$ cat config.mk
export PLATFORM = sky130hd
export DESIGN_NAME = pipe_chain
export DESIGN_NICKNAME = d
export VERILOG_FILES = /design/src/rtl/pipe_chain.sv
export SDC_FILE = /design/constraint.sdc
export NUM_CORES = 1
export LEC_CHECK = 0
export ABC_CLOCK_PERIOD_IN_PS = 1700
export CAP_MARGIN = 10
export CORE_MARGIN = 2
export CORE_UTILIZATION = 30
export CTS_CLUSTER_SIZE = 16
export DETAILED_ROUTE_END_ITERATION = 10
export PLACE_DENSITY = 0.7
export SLEW_MARGIN = 20
export SYNTH_ARGS = -nofsm -noshare
export SYNTH_HDL_FRONTEND = slang
export SYNTH_SLANG_ARGS = --single-unit
$ cat constraint.sdc
create_clock -name i_clk -period 1.7 [get_ports i_clk]
set_input_delay 0.17 -clock i_clk [delete_from_list [all_inputs] [get_ports i_clk]]
set_output_delay 0.17 -clock i_clk [all_outputs]
set_load 0.005 [all_outputs]
$ cat src/rtl/pipe_chain.sv
// -----------------------------------------------------------------------------
// pipe_chain
//   Generic pipeline-register chain carrying a DATA_W-bit payload through
//   STAGES registered stages, with per-stage valid, stall (held upstream,
//   bubble inserted downstream), flush, and a travelling halt marker that
//   drains the chain. Sits between the datapath stages and hazard/debug
//   control.
//
//   Optional feature macro: PIPE_CHAIN_CYCLE_CNT_EN
//     defined   -> o_cycle_cnt counts enabled, not-yet-halted cycles
//     undefined -> counter not built, o_cycle_cnt tied to 0
//
// Ports
//   i_clk          clock, rising edge
//   i_reset_n      asynchronous active-low reset
//   i_enable       global advance enable; low freezes all state
//   i_in_valid     input payload valid
//   i_in_data      input payload
//   i_in_halt      input is the halt marker (qualified by i_in_valid)
//   i_stall[k]     stage k must hold (also holds every stage upstream of k)
//   i_flush[k]     stage k becomes a bubble
//   o_in_ready     input accepted on this edge (combinational)
//   o_stage_valid  valid bit of every stage
//   o_stage_data   all stage payloads, stage k at [k*DATA_W +: DATA_W]
//   o_out_valid    last stage valid
//   o_out_data     last stage payload
//   o_drained      no stage valid
//   o_halt         sticky: halt marker has left the last stage
//   o_cycle_cnt    enabled cycles since reset (0 when counter not built)
// -----------------------------------------------------------------------------
module pipe_chain #(
    parameter int DATA_W = 32,
    parameter int STAGES = 4,
    parameter int CNT_W  = 32
) (
    input  logic                     i_clk,
    input  logic                     i_reset_n,
    input  logic                     i_enable,
    input  logic                     i_in_valid,
    input  logic [DATA_W-1:0]        i_in_data,
    input  logic                     i_in_halt,
    input  logic [STAGES-1:0]        i_stall,
    input  logic [STAGES-1:0]        i_flush,
    output logic                     o_in_ready,
    output logic [STAGES-1:0]        o_stage_valid,
    output logic [STAGES*DATA_W-1:0] o_stage_data,
    output logic                     o_out_valid,
    output logic [DATA_W-1:0]        o_out_data,
    output logic                     o_drained,
    output logic                     o_halt,
    output logic [CNT_W-1:0]         o_cycle_cnt
);

    logic [STAGES-1:0] r_valid;
    logic [STAGES-1:0] r_halt;
    logic [DATA_W-1:0] r_data [STAGES];
    logic              r_halted;

    logic [STAGES-1:0] w_hold;
    logic              w_in_ready;
    logic              w_halt_exit;

    // hold[k] = OR of stall[j] for j >= k, accumulated from the output end.
    always_comb begin
        logic w_acc;
        w_acc  = 1'b0;
        w_hold = '0;
        for (int unsigned i = 0; i < STAGES; i++) begin
            w_acc                 = w_acc | i_stall[STAGES-1-i];
            w_hold[STAGES-1-i]    = w_acc;
        end
    end

    // No new input while a halt marker is anywhere in the chain or has exited.
    assign w_in_ready  = i_enable & ~w_hold[0] & ~i_flush[0] & ~(|r_halt) & ~r_halted;
    assign w_halt_exit = i_enable & r_valid[STAGES-1] & r_halt[STAGES-1] & ~i_stall[STAGES-1];

    always_ff @(posedge i_clk or negedge i_reset_n) begin
        if (!i_reset_n) begin
            r_valid  <= '0;
            r_halt   <= '0;
            r_halted <= 1'b0;
            for (int unsigned k = 0; k < STAGES; k++) begin
                r_data[k] <= '0;
            end
        end else if (i_enable) begin
            // Stage 0: flush > hold > load from the input port.
            if (i_flush[0]) begin
                r_valid[0] <= 1'b0;
                r_halt[0]  <= 1'b0;
            end else if (!w_hold[0]) begin
                r_valid[0] <= i_in_valid & w_in_ready;
                r_data[0]  <= i_in_data;
                r_halt[0]  <= i_in_halt & i_in_valid & w_in_ready;
            end

            // Stages 1..N-1: flush > hold > bubble behind a stalled stage > load.
            for (int unsigned k = 1; k < STAGES; k++) begin
                if (i_flush[k]) begin
                    r_valid[k] <= 1'b0;
                    r_halt[k]  <= 1'b0;
                end else if (!w_hold[k]) begin
                    if (i_stall[k-1]) begin
                        r_valid[k] <= 1'b0;
                        r_halt[k]  <= 1'b0;
                    end else begin
                        r_valid[k] <= r_valid[k-1];
                        r_halt[k]  <= r_halt[k-1];
                        r_data[k]  <= r_data[k-1];
                    end
                end
            end

            if (w_halt_exit) begin
                r_halted <= 1'b1;
            end
        end
    end

`ifdef PIPE_CHAIN_CYCLE_CNT_EN
    logic [CNT_W-1:0] r_cycle_cnt;

    always_ff @(posedge i_clk or negedge i_reset_n) begin
        if (!i_reset_n) begin
            r_cycle_cnt <= '0;
        end else if (i_enable && !r_halted) begin
            r_cycle_cnt <= r_cycle_cnt + 1'b1;
        end
    end

    assign o_cycle_cnt = r_cycle_cnt;
`else
    assign o_cycle_cnt = '0;
`endif

    always_comb begin
        o_stage_data = '0;
        for (int unsigned k = 0; k < STAGES; k++) begin
            o_stage_data[k*DATA_W +: DATA_W] = r_data[k];
        end
    end

    assign o_in_ready    = w_in_ready;
    assign o_stage_valid = r_valid;
    assign o_out_valid   = r_valid[STAGES-1];
    assign o_out_data    = r_data[STAGES-1];
    assign o_drained     = ~(|r_valid);
    assign o_halt        = r_halted;

endmodule

* Word level (Yosys, flattened, before mapping)
Index checks and enable logic that the tools add are counted.
Operators by class: eq/ne operators 4, muxes and demuxes 22, bitwise logic cells 27, reductions and logical operators 11
Operators with widths (number):
- $mux W1 | 22
- $not A1 Y1 | 14
- $reduce_and A4 Y1 | 3
- $and A1 B1 Y1 | 10
- $reduce_and A2 Y1 | 5
- $reduce_or A4 Y1 | 2
- $ne A2 B2 Y1 const B | 3
- $or A1 B1 Y1 | 3
- $reduce_and A3 Y1 | 1
- $ne A2 B1 Y1 const B | 1
Storage, ports and cells: flip-flop bits (word level) 137, bits of input ports 45, output and inout bits 200

* Depth between registers and ports, before layout
depth after elaboration 11, mapped depth 6, depth with buffers taken out 3

* Worst setup path after synthesis
OpenSTA, ideal clock, no wires.
path type input to register, from input i_stall[3], to register r_data, in the netlist o_stage_data[10], arrival time 1.668 ns, required time 1.575 ns, slack -0.093 ns, cell stages on the path 6, buffers on the path 3, cell sequence or3b_1 -> buf_2 -> or4_1 -> buf_6 -> buf_6 -> mux2_4
On the way: longest elaborated chain between the ends 5
RTL lines:
- from (decl) | RTL line 42 | input logic [STAGES-1:0] i_stall,
- $or A1 B1 Y1 (3 in series) | RTL line 69 | w_acc = w_acc | i_stall[STAGES-1-i];
- $not A1 Y1 (no source line)
- $reduce_and A3 Y1 (no source line)
- to (signal, indexed assignment) | RTL line 109 | r_data[k] <= r_data[k-1];
- to (decl) | RTL line 56 | logic [DATA_W-1:0] r_data [STAGES];
No other way between the ends. A chain may end at the register's enable or synchronous reset.

* Worst setup path after layout
from input i_stall[3], to output o_in_ready
On the way: longest elaborated chain between the ends 8
RTL lines:
- $or A1 B1 Y1 (3 in series) | RTL line 69
- $not A1 Y1 (no source line)
- $and A1 B1 Y1 (4 in series) | RTL line 75 | assign w_in_ready = i_enable & ~w_hold[0] & ~i_flush[0] & ~(|r_halt) & ~r_halted;
- to (decl) | RTL line 44 | output logic o_in_ready,
No other way between the ends.

==> key figures <==
Outcome
  • Outcome: complete, no violations

Clock tree
  • CTS sink cnt: roughly 140
  • H-Tree Depth: 4
  • Cts bufs inserted: 17
  • Worst-path clk slew: ~0.07 ns
  • Worst-Skew Late Latency: ~0.42 ns
  • CTS tree: done
  • CTS Root Cell: clkbuf_16
  • CTS Buffer Depth: 2

Logic synthesis
  • Avg Cell Area, Syn: between 15 and 20 um2
  • Fraction of the yosys area taken by sequential cells: between 50% and 60%
  • Synth Warn #: 0
  • Cell Area, Synth: roughly 5800 um2
  • Cell variety after synth: 23
  • Largest family of logic cells by synthesized area: multiplexers
  • Xor-xnor portion of the synthesized cell area: 0%
  • #FFs+latches synth: around 140
  • Synth Area in Compound Gates: roughly 1.8%
  • Post-synthesis adder-cell area fraction: 0%
  • Synth Area in Simple Gates: 1.672%
  • Mux cell area share after synthesis: around 27%
  • Cells after Synth: approximately 380

Layout
  • Multi-input logic area: roughly 1900 um2
  • Commonest non-fill, non-tap cells in the layout: clkdlybuf4s50_1, dfrtp_1, mux2_2
  • Storage element area: 3428 um2
  • Most common cell after layout, fill and taps aside: clkdlybuf4s50_1
  • Layout cells sized above 1: 31.13%
  • # diodes: 0
  • Final non-filler cell total: just over 800
  • Synth-to-layout area growth: 47.96%
  • Fillers: approximately 1700
  • Net count, final: a little over 600

Die
  • Starting density of the core: between 30 and 40%
  • Top Ports: 245
  • Die W: ~140 um
  • Core area: about 19000 um2
  • Chip height: around 140 um
  • # rows: 50
  • Die Area: 20330 um2

Placement
  • Port Buffer Count: ~210
  • Pre-CTS WS: -0.7036 ns
  • Routability Congestion: ~0.99
  • HPWL after DPL: 10.21 mm
  • Placed Instances: about 790

Detailed routing
  • Via-per-instance ratio: 4.516
  • Mean routed wirelength per cell: between 15 and 20 um
  • Initial DRC count: 95
  • Drt drc: 0
  • DR vias: 3726
  • DRT antenna net count: 0
  • DRT Pass-1 Iters: 4
  • Final WL: 14.42 mm

Timing
  • Hold WS: roughly 0.25 ns
  • Min Tclk post-route: ~1.6 ns
  • Fin. Hold Viols: 0
  • Pins over their slew limit: 0
  • Final WS setup: 0.07637 ns
  • RSZ-0062 raised after global routing: false
  • Fmax: between 0.6 and 0.7 GHz
  • Setup violations, final: 0
  • Setup TNS: 0 ns
  • Period utilization: 95.51%
  • Post-Route Skew: ~0.0077 ns

Critical path
  • Flop2flop setup slack: just under 0.6 ns
  • Crit. End Element: output port
  • Worst-path maximum fanout: 2
  • Crit start category: primary input
  • Arrival time at the worst endpoint: 1.45 ns
  • Worst reg2reg path startpoint: r_halt[1]$_DFFE_PN0P_
  • CP Data Required Time: approximately 1.5 ns
  • Setup crit start: i_stall[3]
  • Crit Path Category: in2out

Pwr
  • PD cells: between 1000 and 1500 nW/um2
  • Sequential share of power: a little over two fifths
  • Clock network power share: between 30% and 40%
  • LEAKAGE: between 3 and 4 nW
  • Internal Power: approximately 6.6 mW
  • Sw Pwr: between 2 and 2.5 mW
  • Sw frac: 25.84%
  • Peak supply drop: approximately 640 uV
  • Comb pwr share: between 10% and 20%

Flow run
  • MaxCap Viol Count: 0

Global routing
  • Global-route wire length before repair: between 20 and 25 mm
  • Number of global-route vias before repair: slightly below 4000
  • Total global routing overflow: 0
  • Largest net degree at the start of global routing: 46
  • Initial antenna violation count: 0
  • Gr usage total: 14.48%

Min path
  • Worst hold path class: in2async
[cell type report]
type                            count  area share, %
Sequential cell                   137          40.21
Clock inverter                     15          1.599
Clock buffer                       17          4.989
Tap cell                          234          3.434
Timing Repair Buffer              231          27.47
Inverter                            1        0.04402
Multi-Input combinational cell    190          22.26
[through the flow]
stage | cell area, um2 | power [mW] | util (%)
final | 8527 | 8.899 | 45.43
after global routing | 8527 | 9.321 | 45.43
after CTS | 8521 | 9.030 | 45.40
after detailed placement | 7939 | 5.483 | 42.30
after global placement | 7939 | 5.440 | 42.30
after floorplan | 5879 | 4.450 | -
[what timing repair did]
| action | 4_1_cts | 5_1_grt |
|---|---|---|
| hold endpoints to repair | 42 | 0 |
| setup buffers | 1 | 0 |
| resized for setup | 12 | 2 |
| setup endpoints to repair | 99 | 22 |
| pin swaps | 2 | 3 |
| hold buffers | 1 | 0 |
[power by group through the flow]
stage	Combinational (mW)	Sequential [mW]	Clock, mW
floorplan	0.539	3.91	0
global placement	1.51	3.92	0
detailed placement	1.54	3.95	0
CTS	1.54	3.89	3.59
global route	1.63	3.94	3.75
finish	1.52	3.89	3.49
[per-layer routing]
| layer | share of wire, % | track usage, % |
|---|---|---|
| met3 | 7.6 | 5.249 |
| met4 | 2.0 | 5.263 |
| met1 | 38 | 16.39 |
| met5 | 0 | 0 |
| met2 | 52 | 25.10 |
[registers in the layout, summed over array words and instances (netlist names)]
| name | cells |
|---|---|
| o_stage_valid | 4 |
| r_halt | 4 |
| o_stage_data | 96 |
| o_out_data | 32 |
| o_halt | 1 |
[synth_stat cells]
library cell,number,share of area [%]
dfrtp_1,137,59
mux2_2,99,19
buf_4,65,8.5
mux2_4,27,7.0
buf_2,10,0.87
a22o_1,6,0.91
o21ai_0,5,0.43
buf_6,4,0.78
nor2_1,4,0.26
mux2_1,2,0.39
nand2_1,2,0.13
nor3_1,2,0.17
o311ai_0,2,0.30
or4_1,2,0.26
a41o_1,1,0.17
conb_1,1,0.065
inv_1,1,0.065
nand3_1,1,0.087
nand4_1,1,0.11
nor3_2,1,0.17
nor4_1,1,0.11
nor4_2,1,0.22
or3b_1,1,0.15
[cells by family after synthesis]
kind of cell | count (synthesis)
other | 1
flip-flops | 137
buffers and inverters | 80
multiplexers | 128
AO/OA/AOI/OAI | 14
AND/OR/NAND/NOR | 16
[worst paths after layout]
kind                                                 to  cells after the start
max in group asynchronous  o_stage_data[92]$_DFFE_PN0P_                      3
min in group i_clk                   o_halt$_DFFE_PN0P_                      3
hold reg to reg            o_stage_data[93]$_DFFE_PN0P_                      1
setup reg to reg                  r_halt[0]$_DFFE_PN0P_                      4
hold / removal             o_stage_data[10]$_DFFE_PN0P_                      2
setup / recovery                             o_in_ready                      5
[worst max-delay path, cell delays in order]
cell,delay (ns)
dlygate4sd2_1,0.25
or3b_4,0.37
or4_4,0.43
nor2_1,0.11
buf_2,0.12
(Power assumes the default switching activity.)
